[config.mk]
export PLATFORM = sky130hd
export DESIGN_NAME = branch_hazard_controller
export DESIGN_NICKNAME = d
export VERILOG_FILES = /design/src/rtl/branch_hazard_controller_pkg.sv /design/src/rtl/branch_hazard_controller_need.sv /design/src/rtl/branch_hazard_controller.sv
export SDC_FILE = /design/constraint.sdc
export NUM_CORES = 1
export LEC_CHECK = 0
export BUFFER_PORTS_ARGS = -buffer_cell sky130_fd_sc_hd__clkbuf_2
export CAP_MARGIN = 0
export CORE_ASPECT_RATIO = 0.7
export CORE_MARGIN = 3
export CORE_UTILIZATION = 35
export CTS_BUF_LIST = sky130_fd_sc_hd__clkbuf_16
export CTS_CLUSTER_DIAMETER = 50
export CTS_CLUSTER_SIZE = 14
export DETAILED_ROUTE_END_ITERATION = 6
export PLACE_DENSITY = 0.57
export SLEW_MARGIN = 20
export SYNTH_ARGS = -nofsm -noshare
export SYNTH_HDL_FRONTEND = slang
export SYNTH_SLANG_ARGS = --single-unit
[constraint.sdc]
create_clock -name clk -period 2.46 [get_ports clk]
set_input_delay 0 -clock clk [delete_from_list [all_inputs] [get_ports clk]]
set_output_delay 0 -clock clk [all_outputs]
set_load 0.02 [all_outputs]
[src/rtl/branch_hazard_controller_pkg.sv]
`default_nettype none
// ============================================================================
// branch_hazard_controller_pkg : state encodings and control-word constants
// Revision 1.0
// ============================================================================
package branch_hazard_controller_pkg;

  typedef enum logic [1:0] {
    ST_RUN    = 2'd0,
    ST_STALL1 = 2'd1,
    ST_HOLD   = 2'd2
  } state_e;

  localparam logic [1:0] NEED_NONE = 2'd0;
  localparam logic [1:0] NEED_ONE  = 2'd1;
  localparam logic [1:0] NEED_TWO  = 2'd2;

  typedef struct packed {
    logic pc_write;
    logic if_id_write;
    logic if_id_flush;
    logic id_ex_bubble;
  } ctrl_t;

  localparam ctrl_t CTRL_RESET  = '{pc_write: 1'b0, if_id_write: 1'b0, if_id_flush: 1'b1, id_ex_bubble: 1'b1};
  localparam ctrl_t CTRL_FREEZE = '{pc_write: 1'b0, if_id_write: 1'b0, if_id_flush: 1'b0, id_ex_bubble: 1'b0};
  localparam ctrl_t CTRL_STALL  = '{pc_write: 1'b0, if_id_write: 1'b0, if_id_flush: 1'b0, id_ex_bubble: 1'b1};
  localparam ctrl_t CTRL_RUN    = '{pc_write: 1'b1, if_id_write: 1'b1, if_id_flush: 1'b0, id_ex_bubble: 1'b0};

endpackage
`default_nettype wire

[src/rtl/branch_hazard_controller_need.sv]
`default_nettype none
// ============================================================================
// hazard_need_decoder : number of stall cycles an ID-stage instruction needs
// Revision 1.0
// ============================================================================
module hazard_need_decoder
  import branch_hazard_controller_pkg::*;
(
  input  logic       ID_Branch,
  input  logic       ID_JumpReg,
  input  logic       ID_UseRs,
  input  logic       ID_UseRt,
  input  logic [4:0] ID_RegRs,
  input  logic [4:0] ID_RegRt,
  input  logic       EX_RegWrite,
  input  logic       EX_MemRead,
  input  logic [4:0] EX_RegWrAddr,
  input  logic       MEM_RegWrite,
  input  logic       MEM_MemRead,
  input  logic [4:0] MEM_RegWrAddr,
  output logic [1:0] need
);

  logic ex_rs, ex_rt, mem_rs, mem_rt;
  logic br_rs, br_rt;
  logic br_ex, br_mem, use_ex;

  always_comb begin
    ex_rs  = EX_RegWrite  && (EX_RegWrAddr  != 5'd0) && (EX_RegWrAddr  == ID_RegRs);
    ex_rt  = EX_RegWrite  && (EX_RegWrAddr  != 5'd0) && (EX_RegWrAddr  == ID_RegRt);
    mem_rs = MEM_RegWrite && (MEM_RegWrAddr != 5'd0) && (MEM_RegWrAddr == ID_RegRs);
    mem_rt = MEM_RegWrite && (MEM_RegWrAddr != 5'd0) && (MEM_RegWrAddr == ID_RegRt);

    br_rs = ID_Branch | ID_JumpReg;
    br_rt = ID_Branch;

    br_ex  = (br_rs & ex_rs)  | (br_rt & ex_rt);
    br_mem = (br_rs & mem_rs) | (br_rt & mem_rt);
    use_ex = (ID_UseRs & ex_rs) | (ID_UseRt & ex_rt);

    // Priority order matters: a load in EX feeding a branch needs two cycles.
    need = NEED_NONE;
    if (br_ex && EX_MemRead)
      need = NEED_TWO;
    else if (br_ex)
      need = NEED_ONE;
    else if (br_mem && MEM_MemRead)
      need = NEED_ONE;
    else if (use_ex && EX_MemRead)
      need = NEED_ONE;
  end

endmodule
`default_nettype wire

[src/rtl/branch_hazard_controller.sv]
`default_nettype none
// ============================================================================
// branch_hazard_controller : ID-stage stall/flush sequencer with perf counters
// Revision 1.0
// ============================================================================
module branch_hazard_controller
  import branch_hazard_controller_pkg::*;
#(
  parameter int DELAY_SLOT = 0,
  parameter int CNT_W      = 32
) (
  input  logic             clk,
  input  logic             reset,
  input  logic             ext_stall,
  input  logic             ID_Branch,
  input  logic             ID_JumpReg,
  input  logic             ID_Jump,
  input  logic             ID_BranchTaken,
  input  logic             ID_UseRs,
  input  logic             ID_UseRt,
  input  logic [4:0]       ID_RegRs,
  input  logic [4:0]       ID_RegRt,
  input  logic             EX_RegWrite,
  input  logic             EX_MemRead,
  input  logic [4:0]       EX_RegWrAddr,
  input  logic             MEM_RegWrite,
  input  logic             MEM_MemRead,
  input  logic [4:0]       MEM_RegWrAddr,
  output logic             PC_Write,
  output logic             IF_ID_Write,
  output logic             IF_ID_Flush,
  output logic             ID_EX_Bubble,
  output logic [1:0]       stall_state,
  output logic [CNT_W-1:0] stall_count,
  output logic [CNT_W-1:0] flush_count
);

  localparam logic SQUASH = (DELAY_SLOT == 0);

  state_e           state_q, state_d;
  logic [CNT_W-1:0] stall_count_q, stall_count_d;
  logic [CNT_W-1:0] flush_count_q, flush_count_d;
  logic [1:0]       need;
  logic             stall_cyc;
  logic             flush_cyc;
  ctrl_t            ctrl;

  hazard_need_decoder u_need (
    .ID_Branch     (ID_Branch),
    .ID_JumpReg    (ID_JumpReg),
    .ID_UseRs      (ID_UseRs),
    .ID_UseRt      (ID_UseRt),
    .ID_RegRs      (ID_RegRs),
    .ID_RegRt      (ID_RegRt),
    .EX_RegWrite   (EX_RegWrite),
    .EX_MemRead    (EX_MemRead),
    .EX_RegWrAddr  (EX_RegWrAddr),
    .MEM_RegWrite  (MEM_RegWrite),
    .MEM_MemRead   (MEM_MemRead),
    .MEM_RegWrAddr (MEM_RegWrAddr),
    .need          (need)
  );

  always_ff @(posedge clk or posedge reset) begin
    if (reset) begin
      state_q       <= ST_RUN;
      stall_count_q <= '0;
      flush_count_q <= '0;
    end else begin
      state_q       <= state_d;
      stall_count_q <= stall_count_d;
      flush_count_q <= flush_count_d;
    end
  end

  always_comb begin
    state_d   = state_q;
    stall_cyc = 1'b0;
    flush_cyc = 1'b0;
    if (!reset && !ext_stall) begin
      case (state_q)
        ST_STALL1: begin
          stall_cyc = 1'b1;
          state_d   = ST_RUN;
        end
        default: begin
          stall_cyc = (need != NEED_NONE);
          state_d   = (need == NEED_TWO) ? ST_STALL1 : ST_RUN;
          // Branch outcome is only trusted once its operands are ready.
          flush_cyc = !stall_cyc && SQUASH &&
                      (ID_Jump | ID_JumpReg | (ID_Branch & ID_BranchTaken));
        end
      endcase
    end
    stall_count_d = stall_count_q + CNT_W'(stall_cyc);
    flush_count_d = flush_count_q + CNT_W'(flush_cyc);
  end

  always_comb begin
    ctrl             = CTRL_RUN;
    ctrl.if_id_flush = flush_cyc;
    if (reset)
      ctrl = CTRL_RESET;
    else if (ext_stall)
      ctrl = CTRL_FREEZE;
    else if (stall_cyc)
      ctrl = CTRL_STALL;

    PC_Write     = ctrl.pc_write;
    IF_ID_Write  = ctrl.if_id_write;
    IF_ID_Flush  = ctrl.if_id_flush;
    ID_EX_Bubble = ctrl.id_ex_bubble;
    stall_state  = (!reset && ext_stall) ? ST_HOLD : state_q;
    stall_count  = stall_count_q;
    flush_count  = flush_count_q;
  end

endmodule
`default_nettype wire

# Word level (Yosys, flattened, before mapping)

Index checks and enable logic that the tools add are counted.

Flip-flop bits (word level): 66
Output and inout port bits: 70

Bitwise logic cells: 13
Reductions and logical operators: 18
Muxes and demuxes: 14
Equal/unequal tests: 6
$add $sub $neg: 2

Operators with widths:

| kind                 | count |
|---|---|
| $add A32 B1 Y32      | 2 |
| $eq A5 B5 Y1         | 4 |
| $logic_and A1 B1 Y1  | 12 |
| $mux W4              | 3 |
| $reduce_bool A5 Y1   | 2 |
| $mux W2              | 4 |
| $and A1 B1 Y1        | 7 |
| $mux W1              | 7 |
| $or A1 B1 Y1         | 6 |
| $logic_not A1 Y1     | 3 |
| $eq A2 B1 Y1 const B | 1 |
| $eq A2 B2 Y1 const B | 1 |
| $reduce_bool A2 Y1   | 1 |

# Longest topological paths before layout

Gate-level depths: netlist of the first run.

Word-level depth: 18
Depth in mapped cells: 12
Depth with buffers taken out: 12

# By module

From an unflattened synthesis of the first run, not the netlist that was laid out.

Cell total of the unflattened synthesis: 299
Area, all modules: 3,339.5 µm²

Modules (own cells, without submodules):

| module                   | cells an instance | times used | seq. area each (µm²) | area each (µm²) |
|---|---|---|---|---|
| branch_hazard_controller | 258               | 1          | 1,626.6              | 3,030.4 |
| hazard_need_decoder      | 41                | 1          | 0.0                  | 309.0 |

# Worst setup path after synthesis of the first run

No wires, ideal clock.

Path kind: input to register
From: in EX_RegWrAddr[4]
To: reg flush_count_q[28], in the netlist flush_count[28]
Arrival: 2.593 ns
Stages on the path: 12
Buffers on the path: 0
Library setup time: 0.129 ns
Path slack: -0.262 ns
Data required time: 2.331 ns
Path through: or4_1 > o21ai_2 > nor2_1 > a21o_1 > nor4_1 > ha_1 > ha_1 > nand3_1 > nor3_2 > and3_1 > nand4_1 > xnor2_1

Longest elaborated chain between the ends: 16
Elaborated cells on any way between the ends: 24
Those cells by class: add/sub (1); eq/ne (2); mux (6); bitwise (6); reduce/logical (9)

RTL lines:

| item                                   | RTL line                                                                 | source |
|---|---|---|
| from (decl)                            | branch_hazard_controller.sv:25                                           | `input logic [4:0] EX_RegWrAddr,` |
| $reduce_bool A5 Y1                     | branch_hazard_controller_need.sv:29, branch_hazard_controller_need.sv:30 |  |
| $logic_and A1 B1 Y1                    | branch_hazard_controller_need.sv:29, branch_hazard_controller_need.sv:30 |  |
| $logic_and A1 B1 Y1 (on tied branches) | branch_hazard_controller_need.sv:29, branch_hazard_controller_need.sv:30 |  |
| $and A1 B1 Y1                          | branch_hazard_controller_need.sv:39                                      | `use_ex = (ID_UseRs & ex_rs) \| (ID_UseRt & ex_rt);` |
| $or A1 B1 Y1                           | branch_hazard_controller_need.sv:39                                      |  |
| $logic_and A1 B1 Y1                    | branch_hazard_controller_need.sv:49                                      | `else if (use_ex && EX_MemRead)` |
| $mux W1                                | branch_hazard_controller_need.sv:49                                      |  |
| $mux W2                                | branch_hazard_controller_need.sv:47                                      | `else if (br_mem && MEM_MemRead)` |
| $mux W2                                | branch_hazard_controller_need.sv:45                                      | `else if (br_ex)` |
| $mux W2 *                              | branch_hazard_controller_need.sv:43                                      | `if (br_ex && EX_MemRead)` |
| $reduce_bool A2 Y1 *                   | branch_hazard_controller.sv:87                                           | `stall_cyc = (need != NEED_NONE);` |
| $logic_not A1 Y1 *                     | branch_hazard_controller.sv:90                                           | `flush_cyc = !stall_cyc && SQUASH &&` |
| $logic_and A1 B1 Y1 *                  | branch_hazard_controller.sv:90                                           |  |
| $mux W1 *                              | branch_hazard_controller.sv:81                                           | `case (state_q)` |
| $mux W1 *                              | branch_hazard_controller.sv:80                                           | `if (!reset && !ext_stall) begin` |
| $add A32 B1 Y32 *                      | branch_hazard_controller.sv:96                                           | `flush_count_d = flush_count_q + CNT_W'(flush_cyc);` |
| named net flush_count_d[28]            | branch_hazard_controller.sv:42                                           | `logic [CNT_W-1:0] flush_count_q, flush_count_d;` |
| to (signal assigned)                   | branch_hazard_controller.sv:72                                           | `flush_count_q <= flush_count_d;` |
| to (decl)                              | branch_hazard_controller.sv:42                                           |  |

The timed path passes the listed nets; every way through them passes the cells marked *.
A chain may end at the register's enable or synchronous reset.

# Final worst setup path of the first run

From: in reset
To: reg flush_count_q[28], in the netlist flush_count[28]

Longest elaborated chain between the ends: 4

RTL lines:

| item                        | RTL line                       | source |
|---|---|---|
| from (decl)                 | branch_hazard_controller.sv:13 | `input logic reset,` |
| $logic_not A1 Y1            | branch_hazard_controller.sv:80 |  |
| $logic_and A1 B1 Y1         | branch_hazard_controller.sv:80 |  |
| $mux W1                     | branch_hazard_controller.sv:80 |  |
| $add A32 B1 Y32             | branch_hazard_controller.sv:96 |  |
| named net flush_count_d[28] | branch_hazard_controller.sv:42 |  |

The timed path passes the listed nets, and every way through them passes these cells.

==> results of run 1 <==
-- cells by family after synthesis --
| group | Yosys count | share of synthesized area [%] |
|---|---|---|
| adders and majority gates | 4 | 1.59 |
| xor gates and xnor gates | 80 | 22.2 |
| buffers and inverters | 7 | 1.11 |
| AOI/OAI and AO/OA | 16 | 3.74 |
| DFF | 65 | 51.6 |
| and+or+nand+nor | 115 | 19.7 |
-- Yosys cell counts --
master / number
o2bb2ai_1: 1
o21a_1: 1
o2111ai_1: 1
nand4_1: 16
xor2_1: 23
o21ai_0: 2
nor2_1: 14
nand3_1: 26
xnor2_1: 57
nor4b_1: 1
nor3_1: 5
dfrtp_1: 65
and3_1: 11
ha_1: 4
or4_2: 1
a21oi_1: 4
and2_1: 1
a32oi_1: 1
or2_0: 1
and4_1: 8
nor4_1: 2
a211oi_1: 2
buf_4: 1
nand2_1: 24
o41ai_2: 1
o21ai_2: 1
nor2b_1: 2
a21o_1: 1
clkbuf_2: 1
or4_1: 1
nor3_2: 2
a31oi_1: 1
buf_2: 3
inv_1: 2
-- metrics by stage --
stage / setup WS (ns) / power (mW)
after CTS: 0.153 / 2.87
after global routing: 0.0228 / 2.96
after floorplan: -0.0870 / 1.38
final: 0.199 / 2.82
after detailed placement: -0.134 / 1.55
after global placement: -0.115 / 1.55
-- tightest hold or removal path: stages --
cell       delay [ns]
clkbuf_2         0.13
a21oi_1          0.08
o2bb2ai_1        0.11
-- power by group through the flow --
| stage | clock [mW] | combinational (mW) | sequential (mW) |
|---|---|---|---|
| after CTS | 1.33 | 0.333 | 1.20 |
| after global placement | 0 | 0.335 | 1.21 |
| final | 1.29 | 0.327 | 1.20 |
| after global routing | 1.39 | 0.362 | 1.20 |
| after floorplan | 0 | 0.118 | 1.27 |
| after detailed placement | 0 | 0.330 | 1.22 |
-- worst paths after layout --
kind	cells past startpoint	endpoint	slack [ns]	start
worst max-delay path	11	flush_count[28]$_DFF_PP0_	0.20	reset
worst min-delay path	3	state_q[0]$_DFFE_PP0P_	0.02	ID_JumpReg
max in group asynchronous	4	stall_count[26]$_DFF_PP0_	1.69	reset
worst min register to register	1	stall_count[31]$_DFF_PP0_	0.46	stall_count[31]$_DFF_PP0_
min in group asynchronous	4	flush_count[13]$_DFF_PP0_	0.34	reset
worst max register to register	9	flush_count[28]$_DFF_PP0_	0.36	state_q[0]$_DFFE_PP0P_
-- per-layer routing --
layer,vias to the layer above,share of wire [%]
li1,1269,-
met1,1233,48
met2,76,44
met3,10,7.3
met4,0,1.2
met5,-,0
-- registers in the layout (all words and copies together) (netlist names) --
register	flops
flush_count	32
stall_count	32
state_q	1
-- area by class of cell --
class / instances / area, um^2 / area share [%]
Clock buffer: 9 / 225 / 5.19
Clock inverter: 6 / 76.3 / 1.76
Inverter: 2 / 7.51 / 0.173
Multi-Input combinational cell: 215 / 1540 / 35.6
Sequential cell: 65 / 1630 / 37.5
Tap cell: 120 / 150 / 3.46
Timing Repair Buffer: 128 / 708 / 16.3
-- timing repair --
item,in CTS,in global routing
endpoints found under the hold margin,65,0
buffers inserted,0,0
gates resized for setup,0,2
setup endpoints to repair,0,2
hold buffers,1,0
==> summary.md, run 1 <==
| Metric | Value |
|---|---|
| Fmax | 0.442 GHz |
| CTS max path bufs | 2 |
| Synthesis-stage register bit count | 65 |
| Fillers | 801 |
| Synthesized Nets | 324 |
| WS Path Type | in2reg |
| GRT Residual Overflow | 0 |
| Setup TNS | 0 ns |
| Clk pwr share | 45.9% |
| Chip height | 85.4 um |
| Relative slew slack | 65.5% |
| CTS buffer count | 9 |
| RSZ-0062 raised after global routing | false |
| Register area share after synthesis | 51.6% |
| Setup violators final | 0 |
| PD cells | 649 mW/mm^2 |
| YS warnings | 0 |
| Initial antenna violation count | 0 |
| Cells after synthesis | 287 |
| Worst-Margin Slew | 0.518 ns |
| CP peak stage delay | 0.54 ns |
| Largest area contributor in the netlist | dfrtp_1 |
| Fin crit period | 2.26 ns |
| Finished Core Util | 50.5% |
| Pleak | 2.16 nW |
| IO Pins | 103 |
| Post-synthesis cell area | 0.00315 mm^2 |
| Chip width | 119 um |
| Synth top area cells | dfrtp_1, xnor2_1, xor2_1 |
| Psw | 0.695 mW |
| Area grow syn2layout | 37.7% |
| Nets | 458 |
| Clk_lat worst skew | 0.32 ns |
| Initial Utilization | 36.7% |
| GRT Total Usage | 16.1% |
| Switching Share | 24.7% |
| Worst Hold Class | in2reg |
| Largest net degree at the start of global routing | 42 |
| Rows | 28 |
| Post-Route WL | 7640 um |
| Crit path buf inv count | 2 |
| GR Layer Usage met2 | 23.9% |
| Worst VDD drop | 0.000531 V |
| Placer Congestion | 0.861 |
| Critical path fanouts, max | 5 |
| Hold_ws | 0.0250 ns |
| Crit. End Element | flip-flop |
| Status | finished clean |
| Antenna diodes | 0 |
| Post-Layout Cell Count | 545 |
| Final instance area | 0.00434 mm^2 |
| Commonest non-fill, non-tap cell in the layout | clkbuf_2 |
| Clock root cell | clkbuf_16 |
| Routed vias | 2588 |
| Clk_skew | 0.00274 ns |
| CTS tree | built |
| DR pass1 iterations | 6 |
| Violation count after the first detailed-route iteration | 188 |
| Part of the cycle the worst path needs | 91.9% |
| Synth unique cells | 34 |
| Sequential power share | 42.5% |
| Met1 Track Usage GR | 21.7% |
| Share of cells above drive strength 1 | 36.0% |
| Vias in the first global route | 2563 |
| CTS HTree Levels | 3 |
| Die ar. | 0.0102 mm^2 |
| Slowest stage cell, crit path | dlygate4sd3_1 |
| Internal power | 2.12 mW |
| Clock-pin slew on the worst setup and hold paths | 0.05 ns |
| GRT Max-Usage Layer | met2 |
| Dpl hpwl | 5970 um |
| Fin. max-slew vios | 0 |
| Met3 Use GR | 6.40% |
| Endpoints failing hold | 0 |
| Core Box Area | 0.00858 mm^2 |
| Port Buf Inserts | 102 |
| Combinational Power Share | 11.6% |
| Placed cells | 529 |
| Critical Path Source Type | input port |
| Data arrival, critical path | 2.47 ns |
| Most frequent cells in the layout | clkbuf_2, dfrtp_1, xnor2_1 |
| Clk sinks | 65 |
| DRC violations left | 0 |
| Placed cell area | 0.00403 mm^2 |
| ANT nets after route | 0 |
| First-pass GRT wire length | 12900 um |
| Avg Vias per Cell | 4.75 |
| Top cell type's share of synthesized area | 51.6% |
| Max_cap viols | 0 |
| Critical-path cell list | dlygate4sd3_1 > clkbuf_2 > or2_1 > nor4_2 > ha_2 > ha_4 > nand3_4 > nor3_4 > and3_4 > nand4_1 > xnor2_1 |
| DR WL/cell | 14.0 um |
| Top delay family on crit path | simple AND/OR/NAND/NOR gates |
| Critical path data required time | 2.67 ns |
| Average size of a mapped cell | 11.0 um^2 |
(Power assumes the default switching activity.)
==> run 2: changes to the inputs <==
--- a/config.mk
+++ b/config.mk
@@ -14,6 +14,7 @@
 export CTS_CLUSTER_DIAMETER = 50
 export CTS_CLUSTER_SIZE = 14
 export DETAILED_ROUTE_END_ITERATION = 6
+export GPL_TIMING_DRIVEN = 0
 export PLACE_DENSITY = 0.57
 export SLEW_MARGIN = 20
 export SYNTH_ARGS = -nofsm -noshare
==> run 2 against run 1 <==
Compared with the run above:
- design area down 0.58%
- first-iteration DRC count is 36% lower
- clock skew increased by 0.0029 ns
- flip-flop and latch count is the same
- critical path depth rose by 2
- sequential share of layout area rose by 0.22 points
- combinational power about the same
- final cell count shrank 2.0%
- die area did not move
- clock power decreased by 9%
==> summary.md, run 2 (same netlist as run 1, synthesis figures left out) <==
| Metric | Value |
|---|---|
| Clock root cell | clkbuf_16 |
| ANT nets after route | 0 (unchanged) |
| Largest net degree at the start of global routing | 42 (unchanged) |
| Part of the cycle the worst path needs | 97.1% (+5.2 points) |
| Chip height | 85.4 um (unchanged) |
| Post-Layout Cell Count | 534 (-2.0%) |
| Post-Route WL | 7390 um (-3.3%) |
| CTS tree | built |
| Avg Vias per Cell | 4.78 (+0.56%) |
| CTS HTree Levels | 3 (unchanged) |
| Setup TNS | 0 ns (unchanged) |
| CP endpoint | flush_count[28]$_DFF_PP0_ |
| First-pass GRT wire length | 12100 um (-6.5%) |
| Hold_ws | 0.0427 ns (+0.0177 ns) |
| Violation count after the first detailed-route iteration | 121 (-36%) |
| Vias in the first global route | 2418 (-5.7%) |
| DR WL/cell | 13.8 um (-1.3%) |
| CTS buffer count | 9 (unchanged) |
| Placer Congestion | 0.832 (-3.4%) |
| Critical-path cell list | buf_8 > or4_4 > o21ai_4 > nor2_2 > a21o_1 > nor4_4 > ha_2 > ha_4 > nand3_4 > nor3_4 > and3_4 > nand4_1 > xnor2_1 |
| Chip width | 119 um (unchanged) |
| Critical Path Source Type | input port |
| Core Box Area | 0.00858 mm^2 (unchanged) |
| Worst Hold Class | in2reg |
| Share of cells above drive strength 1 | 35.5% (-0.49 points) |
| R2r setup slk | 0.21 ns (-0.15 ns) |
| Most frequent cells in the layout | clkbuf_2, dfrtp_1, xnor2_1 |
| WS Path Type | in2reg |
| Pre-CTS WS | -0.642 ns (-0.508 ns) |
| Initial antenna violation count | 0 (unchanged) |
| Endpoints failing hold | 0 (unchanged) |
| Port Buf Inserts | 102 (unchanged) |
| Crit path launch | EX_RegWrAddr[2] |
| Worst VDD drop | 0.000408 V (-23%) |
| PD cells | 626 mW/mm^2 (-3.6%) |
| IO Pins | 103 (unchanged) |
| Max_cap viols | 0 (unchanged) |
| Pleak | 2.11 nW (-2.4%) |
| Critical path data required time | 2.67 ns (about the same) |
| Area grow syn2layout | 36.9% |
| CTS max path bufs | 2 (unchanged) |
| Clk_lat worst skew | 0.33 ns (about the same) |
| Dpl hpwl | 5430 um (-9.1%) |
| Total power | 2.70 mW (-4.1%) |
| Status | finished clean |
| Setup violators final | 0 (unchanged) |
| GRT Residual Overflow | 0 (unchanged) |
| Final WS setup | 0.0705 ns (-0.128 ns) |
| CP peak stage delay | 0.54 ns (about the same) |
| Fin. max-slew vios | 0 (unchanged) |
| Placed cells | 510 (-3.6%) |
| Worst r2r path cells | 9 (unchanged) |
| Clk_skew | 0.00567 ns (+0.00293 ns) |
| Clock-pin slew on the worst setup and hold paths | 0.05 ns (about the same) |
| Rows | 28 (unchanged) |
| Reg2reg end | flush_count[28]$_DFF_PP0_ |
| DRC violations left | 0 (unchanged) |
| Routed vias | 2550 (-1.5%) |
| Die ar. | 0.0102 mm^2 (unchanged) |
| Relative slew slack | 62.9% (-2.5 points) |
| RSZ-0062 raised after global routing | true |
| Fillers | 810 (+1.1%) |
| GRT Total Usage | 15.0% (-1.1 points) |
| Fin crit period | 2.39 ns (+0.128 ns) |
| Worst-Margin Slew | 0.553 ns (+0.0348 ns) |
| Initial Utilization | 36.7% (unchanged) |
| Commonest non-fill, non-tap cell in the layout | clkbuf_2 |
| Slowest stage cell, crit path | or4_4 |
| Antenna diodes | 0 (unchanged) |
| Origin of the critical flop-to-flop path | state_q[0]$_DFFE_PP0P_ |
| Data arrival, critical path | 2.60 ns (+0.13 ns) |
| Nets | 447 (-2.4%) |
| Clk sinks | 65 (unchanged) |
| Crit. End Element | flip-flop |
| Critical path fanouts, max | 3 (-2) |
| Fmax | 0.419 GHz (-5.4%) |
| DR pass1 iterations | 4 (-2) |
run 2: report_power, final:
group          internal [mW]  leakage, nW  switching (mW)
clock                  0.761        0.135           0.422
combinational          0.131         1.07           0.193
sequential              1.12        0.898          0.0700
total                   2.02         2.11           0.685
run 2: layer usage:
layer | global-route usage (%) | routed length (um) | up-vias
li1 | - | - | 1250
met3 | 4.66 | 395 | 12
met4 | 5.93 | 131 | 0
met1 | 21.5 | 3620 | 1231
met2 | 21.2 | 3240 | 57
met5 | 0 | 0 | -
run 2: final cells by class:
| type | instances | area, um^2 | area share [%] |
|---|---|---|---|
| flip-flops and latches | 65 | 1630 | 37.7 |
| multi-input cells | 215 | 1600 | 37.0 |
| well taps | 120 | 150 | 3.48 |
| inverters | 2 | 10.0 | 0.232 |
| clock buffers | 9 | 225 | 5.22 |
| clock inverters | 6 | 50.0 | 1.16 |
| plain buffers | 5 | 32.5 | 0.754 |
| repair buffers | 112 | 621 | 14.4 |
run 2: timing repair:
item,in CTS,in global routing
endpoints found under the setup margin,9,32
gates resized for setup,3,20
hold endpoints to repair,25,0
buffers inserted,2,6
hold buffers,1,0
pin swaps,2,12
run 2: stage by stage:
stage / instance area (um^2) / utilization (%)
2_1_floorplan: 3200 / -
3_3_place_gp: 3860 / 45.0
3_5_place_dp: 3890 / 45.3
4_1_cts: 4200 / 48.9
5_1_grt: 4310 / 50.2
6_report: 4310 / 50.2
run 2: critical path, delay by kind of cell:
family	cells	cell delay (ns)
xor gates and xnor gates	1	0.14
AOI/OAI and AO/OA	2	0.40
buffers and inverters	1	0.10
and+or+nand+nor	7	1.56
adders and majority gates	2	0.41
run 2: worst min-delay path by stage:
stage                          start                        end  slack, ns  depth (start not counted)
after floorplan                reset             stall_state[1]       0.09                          1
after global placement         reset             stall_state[1]       0.32                          3
after detailed placement       reset  flush_count[13]$_DFF_PP0_       0.03                          2
after CTS                 ID_JumpReg     state_q[0]$_DFFE_PP0P_       0.02                          3
after global routing      ID_JumpReg     state_q[0]$_DFFE_PP0P_       0.04                          3
final                     ID_JumpReg     state_q[0]$_DFFE_PP0P_       0.04                          3
